[src/rtl/serial_magnitude_comparator_if.sv]
// Start/ready request bus and registered result bus of the digit-serial comparator.
// The master side drives the request and the slave side returns the result.
interface serial_magnitude_comparator_if #(
    parameter int WIDTH = 16,
    parameter int DIGIT = 4
);
    localparam int NDIG = WIDTH / DIGIT;
    localparam int CW   = $clog2(NDIG) + 1;

    logic             start;
    logic             is_signed;
    logic [WIDTH-1:0] a;
    logic [WIDTH-1:0] b;
    logic             ready;
    logic             done;
    logic             agb;
    logic             alb;
    logic             aeb;
    logic [CW-1:0]    digits_used;

    modport master (
        output start, is_signed, a, b,
        input  ready, done, agb, alb, aeb, digits_used
    );

    modport slave (
        input  start, is_signed, a, b,
        output ready, done, agb, alb, aeb, digits_used
    );
endinterface

[src/rtl/serial_magnitude_comparator.sv]
// Digit-serial magnitude comparator: walks two operands MSB-first, DIGIT bits per clock,
// and stops at the first differing digit. Signed mode uses offset-binary (MSB flipped).
module serial_magnitude_comparator #(
    parameter int WIDTH = 16,
    parameter int DIGIT = 4
) (
    input logic clk,
    input logic rst,
    serial_magnitude_comparator_if.slave bus
);
    localparam int NDIG = WIDTH / DIGIT;
    localparam int CW   = $clog2(NDIG) + 1;
    localparam logic [CW-1:0] LAST = CW'(NDIG - 1);
    localparam logic [CW-1:0] FULL = CW'(NDIG);

    typedef enum logic [1:0] {IDLE, CMP, DONE} state_t;

    state_t           state_q, state_d;
    logic [WIDTH-1:0] sa_q, sa_d;
    logic [WIDTH-1:0] sb_q, sb_d;
    logic [CW-1:0]    k_q, k_d;
    logic             agb_q, agb_d;
    logic             alb_q, alb_d;
    logic             aeb_q, aeb_d;
    logic [CW-1:0]    du_q, du_d;
    logic [WIDTH-1:0] load_a, load_b;
    logic [DIGIT-1:0] dig_a, dig_b;

    assign dig_a = sa_q[WIDTH-1 -: DIGIT];
    assign dig_b = sb_q[WIDTH-1 -: DIGIT];

    // Flipping both sign bits maps two's-complement order onto unsigned order.
    always_comb begin
        load_a = bus.a;
        load_b = bus.b;
        load_a[WIDTH-1] = bus.a[WIDTH-1] ^ bus.is_signed;
        load_b[WIDTH-1] = bus.b[WIDTH-1] ^ bus.is_signed;
    end

    always_comb begin
        state_d = state_q;
        sa_d    = sa_q;
        sb_d    = sb_q;
        k_d     = k_q;
        agb_d   = agb_q;
        alb_d   = alb_q;
        aeb_d   = aeb_q;
        du_d    = du_q;
        case (state_q)
            IDLE: begin
                if (bus.start) begin
                    sa_d    = load_a;
                    sb_d    = load_b;
                    k_d     = '0;
                    state_d = CMP;
                end
            end
            CMP: begin
                if (dig_a != dig_b) begin
                    agb_d   = (dig_a > dig_b);
                    alb_d   = (dig_a < dig_b);
                    aeb_d   = 1'b0;
                    du_d    = k_q + CW'(1);
                    state_d = DONE;
                end else if (k_q == LAST) begin
                    agb_d   = 1'b0;
                    alb_d   = 1'b0;
                    aeb_d   = 1'b1;
                    du_d    = FULL;
                    state_d = DONE;
                end else begin
                    sa_d = sa_q << DIGIT;
                    sb_d = sb_q << DIGIT;
                    k_d  = k_q + CW'(1);
                end
            end
            DONE: begin
                state_d = IDLE;
            end
            default: begin
                state_d = IDLE;
            end
        endcase
    end

    always_ff @(posedge clk) begin
        if (rst) begin
            state_q <= IDLE;
            sa_q    <= '0;
            sb_q    <= '0;
            k_q     <= '0;
            agb_q   <= 1'b0;
            alb_q   <= 1'b0;
            aeb_q   <= 1'b0;
            du_q    <= '0;
        end else begin
            state_q <= state_d;
            sa_q    <= sa_d;
            sb_q    <= sb_d;
            k_q     <= k_d;
            agb_q   <= agb_d;
            alb_q   <= alb_d;
            aeb_q   <= aeb_d;
            du_q    <= du_d;
        end
    end

    assign bus.ready       = (state_q == IDLE);
    assign bus.done        = (state_q == DONE);
    assign bus.agb         = agb_q;
    assign bus.alb         = alb_q;
    assign bus.aeb         = aeb_q;
    assign bus.digits_used = du_q;
endmodule

[src/flat_wrapper.sv]
// flat-port wrapper written by rule: the top's interface ports become plain ports
module serial_magnitude_comparator_flat 
#(
    parameter int WIDTH = 16,
    parameter int DIGIT = 4
)
  (clk, rst, bus_start, bus_is_signed, bus_a, bus_b, bus_ready, bus_done, bus_agb, bus_alb, bus_aeb, bus_digits_used);
  serial_magnitude_comparator_if #(.WIDTH(WIDTH), .DIGIT(DIGIT)) bus_i ();
  input logic clk;
  input logic rst;
  input wire logic [$bits(bus_i.start)-1:0] bus_start;
  input wire logic [$bits(bus_i.is_signed)-1:0] bus_is_signed;
  input wire logic [$bits(bus_i.a)-1:0] bus_a;
  input wire logic [$bits(bus_i.b)-1:0] bus_b;
  output wire logic [$bits(bus_i.ready)-1:0] bus_ready;
  output wire logic [$bits(bus_i.done)-1:0] bus_done;
  output wire logic [$bits(bus_i.agb)-1:0] bus_agb;
  output wire logic [$bits(bus_i.alb)-1:0] bus_alb;
  output wire logic [$bits(bus_i.aeb)-1:0] bus_aeb;
  output wire logic [$bits(bus_i.digits_used)-1:0] bus_digits_used;
  assign bus_i.start = bus_start;
  assign bus_i.is_signed = bus_is_signed;
  assign bus_i.a = bus_a;
  assign bus_i.b = bus_b;
  assign bus_ready = bus_i.ready;
  assign bus_done = bus_i.done;
  assign bus_agb = bus_i.agb;
  assign bus_alb = bus_i.alb;
  assign bus_aeb = bus_i.aeb;
  assign bus_digits_used = bus_i.digits_used;
  serial_magnitude_comparator #(.WIDTH(WIDTH), .DIGIT(DIGIT)) u_core (.clk(clk), .rst(rst), .bus(bus_i));
endmodule
[config.mk]
export PLATFORM = sky130hd
export DESIGN_NAME = serial_magnitude_comparator_flat
export DESIGN_NICKNAME = d
export VERILOG_FILES = /design/src/rtl/serial_magnitude_comparator_if.sv /design/src/rtl/serial_magnitude_comparator.sv /design/src/flat_wrapper.sv
export SDC_FILE = /design/constraint.sdc
export NUM_CORES = 1
export LEC_CHECK = 0
export ABC_AREA = 1
export CELL_PAD_IN_SITES_DETAIL_PLACEMENT = 0
export CELL_PAD_IN_SITES_GLOBAL_PLACEMENT = 2
export CORE_AREA = 2 2 91 93
export DETAILED_ROUTE_END_ITERATION = 8
export DIE_AREA = 0 0 93 95
export PLACE_DENSITY_LB_ADDON = 0.05
export SETUP_SLACK_MARGIN = 0.1
export SLEW_MARGIN = 30
export SYNTH_ARGS = -nofsm -noshare
export SYNTH_HDL_FRONTEND = slang
export SYNTH_SLANG_ARGS = --single-unit
[constraint.sdc]
create_clock -name clk -period 4.55 [get_ports clk]
set_input_delay 0.91 -clock clk [delete_from_list [all_inputs] [get_ports clk]]
set_output_delay 0.91 -clock clk [all_outputs]
set_load 0.01 [all_outputs]
==> reports/qor.yml, run 1 <==
ir_drop_mv: 0.128
dpl.hpwl_um: 3710
yosysSeqAreaShare_pct: 39.1
syn_nets: 383
maxCapViolCount: 0
rsz0062_at_grt: "false"
p_per_area_mw_per_mm2: 366
p_sw_w: 0.000356
pwr-share-clk_pct: 24.3
synth.distinct_cells: 19
drt_iter0_drc: 60
grt_pass1_vias: 2015
grt_max_degree: 44
tritoncts: "built"
netlist_area_mm2: 0.00220
setup_viol: 0
cp.arrival_ns: 2.80
crit_type: "input port to register"
clkLatencyLatePin_ns: 0.30
ant_nets: 0
ctsHtreeMaxLevel: 2
fmax_mhz: 384
rows: 33
grt_pass1_wl_um: 9620
gp_congestion: 0.703
clock-sinks: 43
clockRootBuffer: "clkbuf_8"
switching_share_pct: 35.0
pwr-share-comb_pct: 32.1
slew_headroom_pct: 46.0
die_w_um: 93
drtPass1Iterations: 4
ys_seq_elements: 43
min_period_ns: 2.61
internal_power_w: 0.000660
ctsResizeCount: 0
die_h_um: 95
finalMaxSlewViolations: 0
syn_area_per_cell_um2: 6.46
routedWlPerCell_um: 12.0
leakage_nw: 1.26
utilization_pct: 35.0
fin_nets: 418
yosysWarnings: 0
outcome: "completed"
syn_to_final_growth_pct: 26.1
seqPwrFrac_pct: 43.6
crit_path_end_kind: "register"
cp_max_fo: 19
grt.overflow.total: 0
drive_gt1_share_pct: 4.77
clock_skew_ns: 0.0150
required_ns: 4.74
hold_viol_final: 0
grt_antenna_before_repair: 0
die_area_mm2: 0.00884
startpoint_type: "input port"
drc: 0
post_cts_buffers: 0
numCtsBuffers: 5
numPortBuffers: 43
clk_pin_slew_worst_paths_ns: 0.10
viasPerCell: 4.44
period_share_pct: 57.3
route.vias.total: 2140
gr-usage-all-layers_pct: 13.8
clockBufferDepth: 2
hold_path.class: "register to register"
antenna_cells: 0
fin_tns_setup_ns: 0
worst_slew_pin_slew_ns: 0.807
hold_buffers: 0
wl_um: 5790
initial_core_util_pct: 27.8
coreArea_mm2: 0.00793
ioPinCount: 44
synth_cells: 341
## final timing paths
kind | start | to | slack (ns) | cells after the start
worst max-delay path | rst | u_core.sa_q[12] | 1.94 | 5
worst min-delay path | u_core.bus.digits_used[0] | u_core.bus.digits_used[0] | 0.47 | 2
worst max register to register | u_core.state_q[0] | u_core.sa_q[14] | 2.34 | 6
worst min register to register | u_core.bus.digits_used[0] | u_core.bus.digits_used[0] | 0.47 | 2
## layout by cell type (no fill, tap or decap), types with 5 or more instances in the layout
cell	Yosys	final
a21oi_1	15	15
clkbuf_8	0	5
clkdlybuf4s50_1	0	43
dfxtp_1	43	43
ha_1	6	6
inv_1	33	33
nand2_1	97	97
nand3_1	37	37
nand3b_1	5	5
nor2_1	62	62
o21ai_0	17	17
## per-layer routing
metal | track usage [%] | share of wire, % | up-vias
met3 | 2.39 | 3.2 | 5
li1 | - | - | 1124
met1 | 18.0 | 50 | 973
met2 | 23.2 | 46 | 38
met5 | 0 | 0 | -
met4 | 4.41 | 1.2 | 0
## registers in the layout (all words and copies together) (netlist names)
register / flops
u_core.sa_q: 16
u_core.sb_q: 16
u_core.bus.digits_used: 3
u_core.k_q: 3
u_core.state_q: 2
u_core.bus.aeb: 1
u_core.bus.agb: 1
u_core.bus.alb: 1
## kinds of logic after synthesis
kind of cell,synth area share (%)
flops,39.1
fa+ha+maj,3.41
simple gates,39.6
compound gates,8.01
buf+inv,9.89
## cells in the mapped netlist
master,number,area [µm²]
a21oi_1,15,75.1
buf_6,2,22.5
nor2_4,2,22.5
buf_2,6,30.0
dfxtp_1,43,861
nand3b_1,5,37.5
a21oi_4,1,16.3
nand2_4,1,11.3
nand2_1,97,364
inv_2,1,3.75
clkbuf_1,9,33.8
o21ai_0,17,85.1
nand3_1,37,185
clkinv_1,1,3.75
nor2_1,62,233
nand2_2,2,12.5
ha_1,6,75.1
nor2_2,1,6.26
inv_1,33,124
## power by group through the flow
stage | Clock (W) | Sequential (W) | Combinational, W
after floorplan | 0 | 0.000451 | 0.000232
after global placement | 0 | 0.000452 | 0.000334
after detailed placement | 0 | 0.000452 | 0.000332
after CTS | 0.000258 | 0.000443 | 0.000334
after global routing | 0.000269 | 0.000449 | 0.000379
final | 0.000247 | 0.000443 | 0.000326
## layout make-up
cell class | count | area [µm²]
timing repair buffer | 45 | 445
clock buffer | 5 | 68.8
multi-input combinational | 246 | 1120
tap | 105 | 131
sequential | 43 | 861
fill | 926 | 5150
inverter | 35 | 131
clock inverter | 3 | 15.0
## critical path, cell delays in order
cell and delay (ns):
clkdlybuf4s50_1 0.93, clkinv_1 0.48, buf_4 0.34, nand2_1 0.09, nor2_1 0.04
## per-stage QoR
stage	power (W)	setup slack [ns]	hold WS (ns)	std cells	instance area (µm²)
final	0.00102	1.94	0.468	482	2780
after global routing	0.00110	1.77	0.495	482	2780
after CTS	0.00104	1.88	0.471	482	2780
after detailed placement	0.000784	1.57	0.456	474	2690
after global placement	0.000786	1.55	0.451	474	2690
after floorplan	0.000683	2.87	0.457	341	2200
(Power assumes the default switching activity.)
==> inputs of run 2 (changes only) <==
--- a/config.mk
+++ b/config.mk
@@ -8,9 +8,9 @@
 export ABC_AREA = 1
 export CELL_PAD_IN_SITES_DETAIL_PLACEMENT = 0
 export CELL_PAD_IN_SITES_GLOBAL_PLACEMENT = 2
-export CORE_AREA = 2 2 91 93
+export CORE_AREA = 2 2 99 101
 export DETAILED_ROUTE_END_ITERATION = 8
-export DIE_AREA = 0 0 93 95
+export DIE_AREA = 0 0 101 103
 export PLACE_DENSITY_LB_ADDON = 0.05
 export SETUP_SLACK_MARGIN = 0.1
 export SLEW_MARGIN = 30
==> constraint.sdc (replaced) <==
create_clock -name clk -period 2.2 [get_ports clk]
set_input_delay 0.44 -clock clk [delete_from_list [all_inputs] [get_ports clk]]
set_output_delay 0.44 -clock clk [all_outputs]
set_load 0.01 [all_outputs]
==> run 2 against run 1 <==
Effect of this change: cell count rose by 3.1%; sequential power rose by 110%; total power rose by 120%; worst setup slack got worse by 1.6 ns; clock skew fell by 0.0049 ns; critical path depth fell by 2; die area rose by 18%; non-clock buffer count rose by 6; global-route usage fell by 0.79 points; critical endpoint is now bus_done.
==> reports/qor.yml, run 2 (synthesized netlist as in run 1, its figures left out) <==
outcome: "completed"  # unchanged
drc: 0  # unchanged
initial_core_util_pct: 23.3  # was 27.8%
die_area_mm2: 0.0104  # was 0.00884 mm²
crit_path_end_kind: "output pin"  # was register
dpl.hpwl_um: 4050  # was 3710 µm
multi_input_area_mm2: 0.00112  # unchanged
gp_congestion: 0.676  # was 0.703
clock_skew_ns: 0.0100  # was 0.0150 ns
grt.overflow.total: 0  # unchanged
placed_cell_area_mm2: 0.00275  # was 0.00269 mm²
clk_pin_slew_worst_paths_ns: 0.09  # was 0.10 ns
ir_drop_mv: 0.294  # was 0.128 mV
period_share_pct: 83.5
grt_pass1_wl_um: 10500  # was 9620 µm
drt_iter0_drc: 89  # was 60
hold_buffers: 0  # unchanged
rsz0062_at_grt: "false"  # unchanged
cp_max_fo: 3  # was 19
ant_nets: 0  # unchanged
rr_startpoint: "u_core.sb_q[13]"  # was u_core.state_q[0]
p_per_area_mw_per_mm2: 794  # was 366 mW/mm²
slew_headroom_pct: 70.8  # was 46.0%
tritoncts: "built"  # unchanged
finalMaxSlewViolations: 0  # unchanged
r2r_cells: 9  # was 6
finalInstanceArea_mm2: 0.00287  # was 0.00278 mm²
grt_pass1_vias: 2088  # was 2015
hold_viol_final: 0  # unchanged
startpoint_type: "register"  # was input port
cp.arrival_ns: 1.40  # was 2.80 ns
fillCellCount: 1120  # was 926
routedWlPerCell_um: 12.5  # was 12.0 µm
clkLatencyLatePin_ns: 0.30  # about the same
rows: 36  # was 33
route.vias.total: 2124  # was 2140
viasPerCell: 4.27  # was 4.44
worst_slew_pin_slew_ns: 0.438  # was 0.807 ns
min_period_ns: 1.84
setup_viol: 0  # unchanged
post_cts_buffers: 0  # unchanged
required_ns: 1.76  # was 4.74 ns
reg_top3: "u_core.sa_q (16), u_core.sb_q (16)"  # unchanged
fin_nets: 424  # was 418
hold_path.class: "register to register"  # unchanged
die_h_um: 103  # was 95 µm
grt_antenna_before_repair: 0  # unchanged
fin_tns_setup_ns: 0  # unchanged
numPortBuffers: 43  # unchanged
maxCapViolCount: 0  # unchanged
wl_um: 6210  # was 5790 µm
die_w_um: 101  # was 93 µm
startpoint: "u_core.state_q[1]"  # was rst
layout_commonest_cell: "nand2_1"  # unchanged
ioPinCount: 44  # unchanged
syn_to_final_growth_pct: 30.2  # was 26.1%
fmax_mhz: 544
drtPass1Iterations: 4  # unchanged
crit_end: "bus_done"  # was u_core.sa_q[12]
clockRootBuffer: "clkbuf_8"  # unchanged
leakage_nw: 1.30  # was 1.26 nW
grt_max_degree: 37  # was 44
ctsResizeCount: 0  # unchanged
rr_endpoint: "u_core.sa_q[7]"  # was u_core.sa_q[14]
numCtsBuffers: 5  # unchanged
drive_gt1_share_pct: 6.27  # was 4.77%
ctsHtreeMaxLevel: 2  # unchanged
crit_type: "register to output pin"  # was input port to register
clockBufferDepth: 2  # unchanged
rrSetupSlack_ns: 0.49  # was 2.34 ns
seq_area_um2: 861  # unchanged
final_cell_mix: "nand2_1, nor2_1, clkdlybuf4s50_1, dfxtp_1, nand3_1"  # unchanged
antenna_cells: 0  # unchanged
coreArea_mm2: 0.00946  # was 0.00793 mm²
clock-sinks: 43  # unchanged
gr-usage-all-layers_pct: 13.0  # was 13.8%
run 2: cell types whose count changed in the layout (fill, tap and decap cells not counted):
cell / change
buf_4: +6
bufinv_16: +1
clkbuf_8: +1
clkinv_2: -2
run 2: worst min-delay path by stage:
| stage | start | endpoint | slack (ns) | cells past startpoint |
|---|---|---|---|---|
| 6_report | u_core.bus.digits_used[0] | u_core.bus.digits_used[0] | 0.47 | 2 |
| 5_1_grt | u_core.bus.aeb | u_core.bus.aeb | 0.49 | 2 |
| 4_1_cts | u_core.bus.digits_used[1] | u_core.bus.digits_used[1] | 0.47 | 2 |
| 3_5_place_dp | u_core.bus.digits_used[1] | u_core.bus.digits_used[1] | 0.46 | 2 |
| 3_3_place_gp | u_core.bus.aeb | u_core.bus.aeb | 0.45 | 2 |
| 2_1_floorplan | u_core.sa_q[0] | u_core.sa_q[0] | 0.46 | 2 |
run 2: cell type report:
type	count	share of cell area [%]
inverter	35	4.58
timing repair buffer	51	17.1
multi-input combinational	246	39.2
clock inverter	2	1.22
clock buffer	6	2.88
tap	114	4.98
sequential	43	30.0
run 2: per-stage QoR:
stage / util (%) / total power, W / worst slack (ns) / hold WS, ns / cells
after floorplan: - / 0.00141 / 0.727 / 0.457 / 341
after global placement: 29.1 / 0.00165 / 0.415 / 0.450 / 489
after detailed placement: 29.1 / 0.00165 / 0.388 / 0.455 / 489
after CTS: 30.3 / 0.00233 / 0.326 / 0.472 / 497
after global routing: 30.3 / 0.00248 / 0.249 / 0.485 / 497
final: 30.3 / 0.00228 / 0.363 / 0.468 / 497
run 2: metal layers:
| metal | routed length (µm) | track usage (%) |
|---|---|---|
| met1 | 2980 | 16.4 |
| met2 | 3010 | 23.0 |
| met3 | 166 | 2.37 |
| met4 | 48 | 3.43 |
| met5 | 0 | 0 |
run 2: critical path, stage by stage (launching register included):
cell and delay [ns]:
dfxtp_1 0.38, inv_1 0.08, nor2_1 0.09, clkdlybuf4s50_1 0.54
run 2: power breakdown:
part,leakage (nW),internal [W],switching [W]
registers,0.355,0.000879,0.0000368
clock network,0.0612,0.000368,0.000302
logic,0.887,0.000280,0.000409
total,1.30,0.00153,0.000748
==> inputs of run 3 (changes only) <==
--- a/config.mk
+++ b/config.mk
@@ -8,9 +8,9 @@
 export ABC_AREA = 1
 export CELL_PAD_IN_SITES_DETAIL_PLACEMENT = 0
 export CELL_PAD_IN_SITES_GLOBAL_PLACEMENT = 2
-export CORE_AREA = 2 2 99 101
+export CORE_AREA = 2 2 94 96
 export DETAILED_ROUTE_END_ITERATION = 8
-export DIE_AREA = 0 0 101 103
+export DIE_AREA = 0 0 96 98
 export PLACE_DENSITY_LB_ADDON = 0.05
 export SETUP_SLACK_MARGIN = 0.1
 export SLEW_MARGIN = 30
==> constraint.sdc (replaced) <==
create_clock -name clk -period 1.8 [get_ports clk]
set_input_delay 0.36 -clock clk [delete_from_list [all_inputs] [get_ports clk]]
set_output_delay 0.36 -clock clk [all_outputs]
set_load 0.01 [all_outputs]
==> run 3 against run 2 <==
Effect of this change: largest cell class unchanged; cell count shrank 0.80%; final area rose by 1.2%; sequential share of layout area shrank 0.36 points; worst hold slack lost 0.0025 ns; largest power group unchanged; flip-flop and latch count unchanged; combinational power rose by 34%; count of clock-buffer cells in the layout is the same; clock skew down 0.0038 ns.
==> reports/qor.yml, run 3 (synthesized netlist as in run 1, its figures left out) <==
die_h_um: 98  # was 103 µm
viasPerCell: 4.25  # was 4.27
hold_buffers: 0  # unchanged
slew_headroom_pct: 78.9  # was 70.8%
clockBufferDepth: 2  # unchanged
fin_ws_ns: 0.224  # was 0.363 ns
clockRootBuffer: "clkbuf_8"  # unchanged
gp_congestion: 0.719  # was 0.676
pre_cts_slack_ns: 0.228  # was 0.388 ns
coreArea_mm2: 0.00847  # was 0.00946 mm²
syn_to_final_growth_pct: 31.8  # was 30.2%
rsz0062_at_grt: "false"  # unchanged
drc: 0  # unchanged
clk_pin_slew_worst_paths_ns: 0.09  # about the same
outcome: "completed"  # unchanged
antenna_cells: 0  # unchanged
fillCellCount: 942  # was 1120
max_stage_delay_ns: 0.32  # was 0.54 ns
grt_antenna_before_repair: 0  # unchanged
period_share_pct: 87.5
gr-usage-all-layers_pct: 13.9  # was 13.0%
ioPinCount: 44  # unchanged
p_per_area_mw_per_mm2: 925  # was 794 mW/mm²
worst_slew_pin_slew_ns: 0.313  # was 0.438 ns
cp_slowest_cell: "dfxtp_1"  # was clkdlybuf4s50_1
leakage_nw: 1.33  # was 1.30 nW
grt.overflow.total: 0  # unchanged
hold_viol_final: 0  # unchanged
crit_chain: "inv_1 > ha_1 > nand2_2 > nor2_4 > buf_12 > a21oi_4 > buf_12 > nor2_1 > nor2_1"  # was inv_1 > nor2_1 > clkdlybuf4s50_1
rows: 34  # was 36
drt_iter0_drc: 31  # was 89
wl_um: 5950  # was 6210 µm
maxCapViolCount: 0  # unchanged
crit_type: "register to register"  # was register to output pin
final_cells: 493  # was 497
drtPass1Iterations: 4  # unchanged
setup_viol: 0  # unchanged
numPortBuffers: 43  # unchanged
fin_tns_setup_ns: 0  # unchanged
dpl.hpwl_um: 3850  # was 4050 µm
hold_path.class: "register to register"  # unchanged
min_period_ns: 1.58
finalInstanceArea_mm2: 0.00290  # was 0.00287 mm²
fmax_mhz: 635
clkLatencyLatePin_ns: 0.30  # about the same
tritoncts: "built"  # unchanged
die_area_mm2: 0.00941  # was 0.0104 mm²
drive_gt1_share_pct: 7.01  # was 6.27%
required_ns: 1.99  # was 1.76 ns
startpoint_type: "register"  # unchanged
utilization_pct: 34.3  # was 30.3%
clock-sinks: 43  # unchanged
grt_pass1_vias: 2130  # was 2088
grt_pass1_wl_um: 10100  # was 10500 µm
cp.arrival_ns: 1.77  # was 1.40 ns
route.vias.total: 2097  # was 2124
finalMaxSlewViolations: 0  # unchanged
fin_nets: 427  # was 424
final_cell_mix: "nand2_1, nor2_1, dfxtp_1"  # was nand2_1, nor2_1, clkdlybuf4s50_1, dfxtp_1, nand3_1
initial_core_util_pct: 26.0  # was 23.3%
cp_max_fo: 27  # was 3
placed_cell_area_mm2: 0.00279  # was 0.00275 mm²
crit_path_end_kind: "register"  # was output pin
dp.cells: 484  # was 489
routedWlPerCell_um: 12.1  # was 12.5 µm
layout_commonest_cell: "nand2_1"  # unchanged
reg_top3: "u_core.sa_q (16), u_core.sb_q (16)"  # unchanged
ant_nets: 0  # unchanged
ctsHtreeMaxLevel: 2  # unchanged
clock_skew_ns: 0.00627  # was 0.0100 ns
numCtsBuffers: 5  # unchanged
grt_max_degree: 37  # unchanged
die_w_um: 96  # was 101 µm
ir_drop_mv: 0.279  # was 0.294 mV
[run 3: timing repair]
action,in CTS,in global routing
pin swaps,1,1
gates resized for setup,2,1
buffers inserted,0,2
setup endpoints to repair,2,16
[run 3: cell type report]
type | count | area (µm²) | share of cell area [%]
Tap cell | 108 | 135 | 4.66
Clock buffer | 6 | 82.6 | 2.85
Clock inverter | 1 | 5.00 | 0.172
Multi-Input combinational cell | 246 | 1130 | 38.8
Sequential cell | 43 | 861 | 29.7
Inverter | 35 | 131 | 4.53
Timing Repair Buffer | 54 | 561 | 19.3
[run 3: power by group]
part           switching, W  internal [W]
clock network      0.000338      0.000302
logic              0.000517      0.000408
registers         0.0000460       0.00107
total              0.000900       0.00178
[run 3: stage by stage]
stage,total power (W),hold WS (ns)
2_1_floorplan,0.00173,0.457
3_3_place_gp,0.00204,0.453
3_5_place_dp,0.00204,0.455
4_1_cts,0.00270,0.470
5_1_grt,0.00293,0.495
6_report,0.00268,0.466
[run 3: final timing paths]
kind                             startpoint                         to  slack, ns  cells after the start
setup reg to reg            u_core.sb_q[13]             u_core.sa_q[7]       0.22                      9
hold / removal    u_core.bus.digits_used[1]  u_core.bus.digits_used[1]       0.47                      2
setup / recovery            u_core.sb_q[13]             u_core.sa_q[7]       0.22                      9
hold reg to reg   u_core.bus.digits_used[1]  u_core.bus.digits_used[1]       0.47                      2
[run 3: metal layers]
layer | GRT usage [%] | vias up | part of all wire (%)
li1 | - | 1142 | -
met1 | 16.6 | 921 | 47
met2 | 24.6 | 28 | 49
met3 | 2.93 | 6 | 2.9
met4 | 3.96 | 0 | 1.3
met5 | 0 | - | 0
[run 3: worst max-delay path, delay by kind of cell, from the launching register on]
kind / cells / cell delay, ns
simple gates: 4 / 0.45
buf+inv: 3 / 0.34
flops: 1 / 0.32
fa+ha+maj: 1 / 0.31
compound gates: 1 / 0.05
